### config.mk
export PLATFORM = sky130hd
export DESIGN_NAME = la_dsync_filter
export DESIGN_NICKNAME = d
export VERILOG_FILES = /design/src/rtl/la_dsync_filter_ch.sv /design/src/rtl/la_dsync_filter.sv
export SDC_FILE = /design/constraint.sdc
export NUM_CORES = 1
export LEC_CHECK = 0
export BUFFER_PORTS_ARGS = -buffer_cell sky130_fd_sc_hd__buf_2
export CAP_MARGIN = 0
export CORE_AREA = 2 2 39 41
export CTS_CLUSTER_DIAMETER = 120
export DETAILED_ROUTE_END_ITERATION = 7
export DIE_AREA = 0 0 41 43
export GPL_TIMING_DRIVEN = 1
export HOLD_SLACK_MARGIN = 0.05
export RECOVER_POWER = 25
export SLEW_MARGIN = 20
export SYNTH_ARGS = -nofsm -noshare
export SYNTH_HDL_FRONTEND = slang
export SYNTH_SLANG_ARGS = --single-unit
### constraint.sdc
create_clock -name clk -period 3.2 [get_ports clk]
set_input_delay 0.48 -clock clk [delete_from_list [all_inputs] [get_ports clk]]
set_output_delay 0.48 -clock clk [all_outputs]
set_load 0.005 [all_outputs]
### src/rtl/la_dsync_filter_ch.sv
// la_dsync_filter_ch: one channel of the synchronizer and glitch filter.
//
// Ports:
//   clk    - clock
//   reset  - asynchronous active-high reset
//   in     - asynchronous channel input
//   out    - synchronized, filtered level
//   rise   - registered one-cycle pulse when out goes 0->1
//   fall   - registered one-cycle pulse when out goes 1->0
module la_dsync_filter_ch #(
  parameter int unsigned STAGES = 2,
  parameter int unsigned FILTER = 4,
  parameter logic        RSTVAL = 1'b0
) (
  input  logic clk,
  input  logic reset,
  input  logic in,
  output logic out,
  output logic rise,
  output logic fall
);

  localparam int unsigned     CntW    = $clog2(FILTER + 1);
  localparam logic [CntW-1:0] CntLast = CntW'(FILTER - 1);

  logic [STAGES-1:0] sync_q;
  logic [CntW-1:0]   cnt_q;
  logic [CntW-1:0]   cnt_d;
  logic              out_d;
  logic              rise_d;
  logic              fall_d;
  logic              s;

  assign s = sync_q[STAGES-1];

  // Count consecutive cycles in which the synchronized level disagrees with out;
  // any agreement restarts the count, which discards short glitches.
  always_comb begin
    cnt_d  = '0;
    out_d  = out;
    rise_d = 1'b0;
    fall_d = 1'b0;
    if (s != out) begin
      if (cnt_q == CntLast) begin
        out_d  = s;
        rise_d = s;
        fall_d = ~s;
      end else begin
        cnt_d = cnt_q + CntW'(1);
      end
    end
  end

  always_ff @(posedge clk or posedge reset) begin
    if (reset) begin
      sync_q <= {STAGES{RSTVAL}};
      cnt_q  <= '0;
      out    <= RSTVAL;
      rise   <= 1'b0;
      fall   <= 1'b0;
    end else begin
      sync_q <= {sync_q[STAGES-2:0], in};
      cnt_q  <= cnt_d;
      out    <= out_d;
      rise   <= rise_d;
      fall   <= fall_d;
    end
  end

endmodule

### src/rtl/la_dsync_filter.sv
// la_dsync_filter: multi-channel synchronizer with per-channel glitch filter
// and registered edge strobes. Each channel is fully independent.
//
// Parameters:
//   PROP    - implementation property string, passed through unchanged
//   WIDTH   - number of channels
//   STAGES  - synchronizer depth (>= 2)
//   FILTER  - stable cycles required before out changes (>= 1)
//   RSTVAL  - per-channel reset value of chain and out
// Ports:
//   clk, reset       - clock, asynchronous active-high reset
//   in   [WIDTH]     - asynchronous inputs
//   out  [WIDTH]     - synchronized, filtered levels
//   rise [WIDTH]     - one-cycle pulse on out 0->1
//   fall [WIDTH]     - one-cycle pulse on out 1->0
module la_dsync_filter #(
  parameter string             PROP   = "DEFAULT",
  parameter int unsigned       WIDTH  = 1,
  parameter int unsigned       STAGES = 2,
  parameter int unsigned       FILTER = 4,
  parameter logic [WIDTH-1:0]  RSTVAL = {WIDTH{1'b0}}
) (
  input  logic             clk,
  input  logic             reset,
  input  logic [WIDTH-1:0] in,
  output logic [WIDTH-1:0] out,
  output logic [WIDTH-1:0] rise,
  output logic [WIDTH-1:0] fall
);

  if (STAGES < 2 || FILTER < 1) begin : g_bad_params
    $fatal(1, "la_dsync_filter(%s): need STAGES >= 2 and FILTER >= 1", PROP);
  end

  for (genvar i = 0; i < WIDTH; i++) begin : g_ch
    la_dsync_filter_ch #(
      .STAGES(STAGES),
      .FILTER(FILTER),
      .RSTVAL(RSTVAL[i])
    ) u_ch (
      .clk  (clk),
      .reset(reset),
      .in   (in[i]),
      .out  (out[i]),
      .rise (rise[i]),
      .fall (fall[i])
    );
  end

endmodule

==> results_dict.tcl <==
set metrics [dict create \
    status "finished clean" \
    layout_min_cycle_time_ps 1300 \
    holdBufCountCts 0 \
    synth_xor_area_frac 0.0303 \
    antennaDiodeCount 0 \
    post_cts_buffers 0 \
    grt_pass1_wl_um 765 \
    ctsResizeCount 0 \
    ios 6 \
    max_stage_delay_ps 420 \
    dp_hpwl_um 306 \
    crit_path_cell_trace "buf_2" \
    cts_sinks 8 \
    gr-total-overflow 0 \
    mappedNetlistArea_um2 289 \
    groute.usage.overall 0.0731 \
    ys_ff_latch 8 \
    initial_core_util 0.209 \
    synth_fp_nets 22 \
    die_area_um2 1760 \
    num_vias 166 \
    antenna_found_initial 0 \
    synth_cell_types 8 \
    seq_area_frac_synth 0.693 \
    die_h_um 43 \
    clk_pin_slew_ps 50 \
    rr_startpoint "g_ch[0].u_ch.cnt_q[0]$_DFF_PP0_" \
    cts_buffers 3 \
    synthAdderAreaFrac 0.0433 \
    synthMuxAreaShare 0.0390 \
    clock.fmax_mhz 769 \
    cp-start-kind "flip-flop" \
    dr.pass1.iters 4 \
    path_max_fanout 5 \
    reg2reg_to "g_ch[0].u_ch.out$_DFFE_PP0P_" \
    viasPerCell 3.95 \
    route.detailed.drc 0 \
    critPathArrivalTime_ps 820 \
    path_buf_inv 1 \
    insertion_delay_ps 250 \
    maxCapViolCount 0 \
    skew_ps 0.934 \
    avgRoutedWirePerCell_um 10.1 \
    syn_inst 18 \
    rrSetupSlack_ps 2030 \
    postSynthAreaPerCell_um2 16.1 \
    path_class "flip-flop to output port" \
    drt_iter0_markers 4 \
    layout-drive-gt1-share 0.385 \
    place_inst 39 \
    critical-path-top-delay-family "flip-flops" \
    slew_headroom 0.802 \
    globalplace.congestion 0.616 \
    setup_tns_ps 0 \
    grt_start_max_net_pins 9 \
    peakVddDrop_v 0.000192 \
    final_util 0.258 \
    final_nets 32 \
    ys_warn_count 0 \
    rsz0062_at_grt "false" \
    clock_path_buffers 2 \
    end_kind "output port" \
    rows 14 \
    power_density_nw_per_um2 747 \
    slowest_stage "dfrtp_1" \
    cts_root_buf "clkbuf_4" \
    instances_no_fill 42 \
    hp-class "input port to asynchronous set/reset pin" \
    core_area_um2 1380 \
    synth_top_family_by_area "simple AND/OR/NAND/NOR gates" \
    chipWidth_um 41 \
    drt_wl_total_um 423 \
    p_total_uw 266 \
    maxSlewViolCount 0 \
    hold_violations 0 \
    leakagePower_uw 0.000175 \
    port_buffers 5 \
    synth-compound-area-share 0 \
    final_min_period_over_clock_period 0.407 \
    grt_pass1_vias 183 \
    setup_violations 0 \
    antenna_left 0 \
    synth_simple_gate_area_frac 0.182 \
    cts_tree "yes" \
    worstPathRequired_ps 2720 \
    nFillCells 149 \
    htreeDepth 1 \
    tightest_slew_ps 296 \
    rr_worst_depth 3 \
    area_growth_pct 23.4 \
]
[where the power goes]
group	internal [uW]	switching, uW
logic	31.3	22.6
clock network	42.9	34.3
registers	121	14.8
total	195	71.7
[state kept, by name (all words and copies together) (netlist names)]
name and flops:
g_ch.u_ch.out 1, g_ch.u_ch.fall 1, g_ch.u_ch.rise 1, g_ch.u_ch.sync_q 2
g_ch.u_ch.cnt_q 3
[per-stage QoR]
step | setup slack, ps | instance area (um2) | hold slack [ps]
2_1_floorplan | 2080 | 289 | 296
3_3_place_gp | 2050 | 334 | 335
3_5_place_dp | 2040 | 334 | 335
4_1_cts | 1890 | 357 | 155
5_1_grt | 1860 | 357 | 186
6_report | 1900 | 357 | 155
[synthesized netlist by cell type (all sizes together)]
library cell  number  area (um2)
nand2b             1        13.8
nor3b              4        30.0
xnor2              1        8.76
dfrtp              8         200
ha                 1        12.5
inv                1        3.75
mux2               1        11.3
and3b              1        8.76
[cells by family (layout without fill, tap and decap cells)]
logic type | count (synthesis) | count (layout)
simple gates | 6 | 6
fa+ha+maj | 1 | 1
buf+inv | 1 | 9
flops | 8 | 8
xor+xnor | 1 | 1
mux | 1 | 1
[worst max path at each step]
stage                               startpoint                           end  slack, ps  cells after the start
6_report          g_ch[0].u_ch.out$_DFFE_PP0P_                           out       1900                      1
5_1_grt           g_ch[0].u_ch.out$_DFFE_PP0P_                           out       1860                      1
4_1_cts           g_ch[0].u_ch.out$_DFFE_PP0P_                           out       1890                      1
3_5_place_dp   g_ch[0].u_ch.cnt_q[0]$_DFF_PP0_  g_ch[0].u_ch.out$_DFFE_PP0P_       2040                      3
3_3_place_gp   g_ch[0].u_ch.cnt_q[0]$_DFF_PP0_  g_ch[0].u_ch.out$_DFFE_PP0P_       2050                      3
2_1_floorplan  g_ch[0].u_ch.cnt_q[0]$_DFF_PP0_  g_ch[0].u_ch.out$_DFFE_PP0P_       2080                      3
[cells in the final DEF (no fill, tap or decap)]
| cell type | count |
|---|---|
| dfrtp_1 | 8 |
| buf_2 | 5 |
| nor3b_1 | 4 |
| clkbuf_4 | 3 |
| xnor2_1 | 1 |
| nand2b_4 | 1 |
| and3b_1 | 1 |
| inv_1 | 1 |
| mux2_2 | 1 |
| ha_1 | 1 |
[per-layer routing]
metal  track usage  vias up  wire [um]
li1              -       76          -
met2        0.0781        8        177
met1        0.0867       80        206
met4         0.100        0         18
met5             0        -          0
met3        0.0314        2         20
[cell type report]
class / count / area, um2 / share of cell area
Clock buffer: 3 / 22.5 / 0.0632
Sequential cell: 8 / 200 / 0.561
Timing Repair Buffer: 5 / 25.0 / 0.0702
Inverter: 1 / 3.75 / 0.0105
Multi-Input combinational cell: 9 / 85.1 / 0.239
Tap cell: 16 / 20.0 / 0.0561
Power figures use the tool's default switching activity.
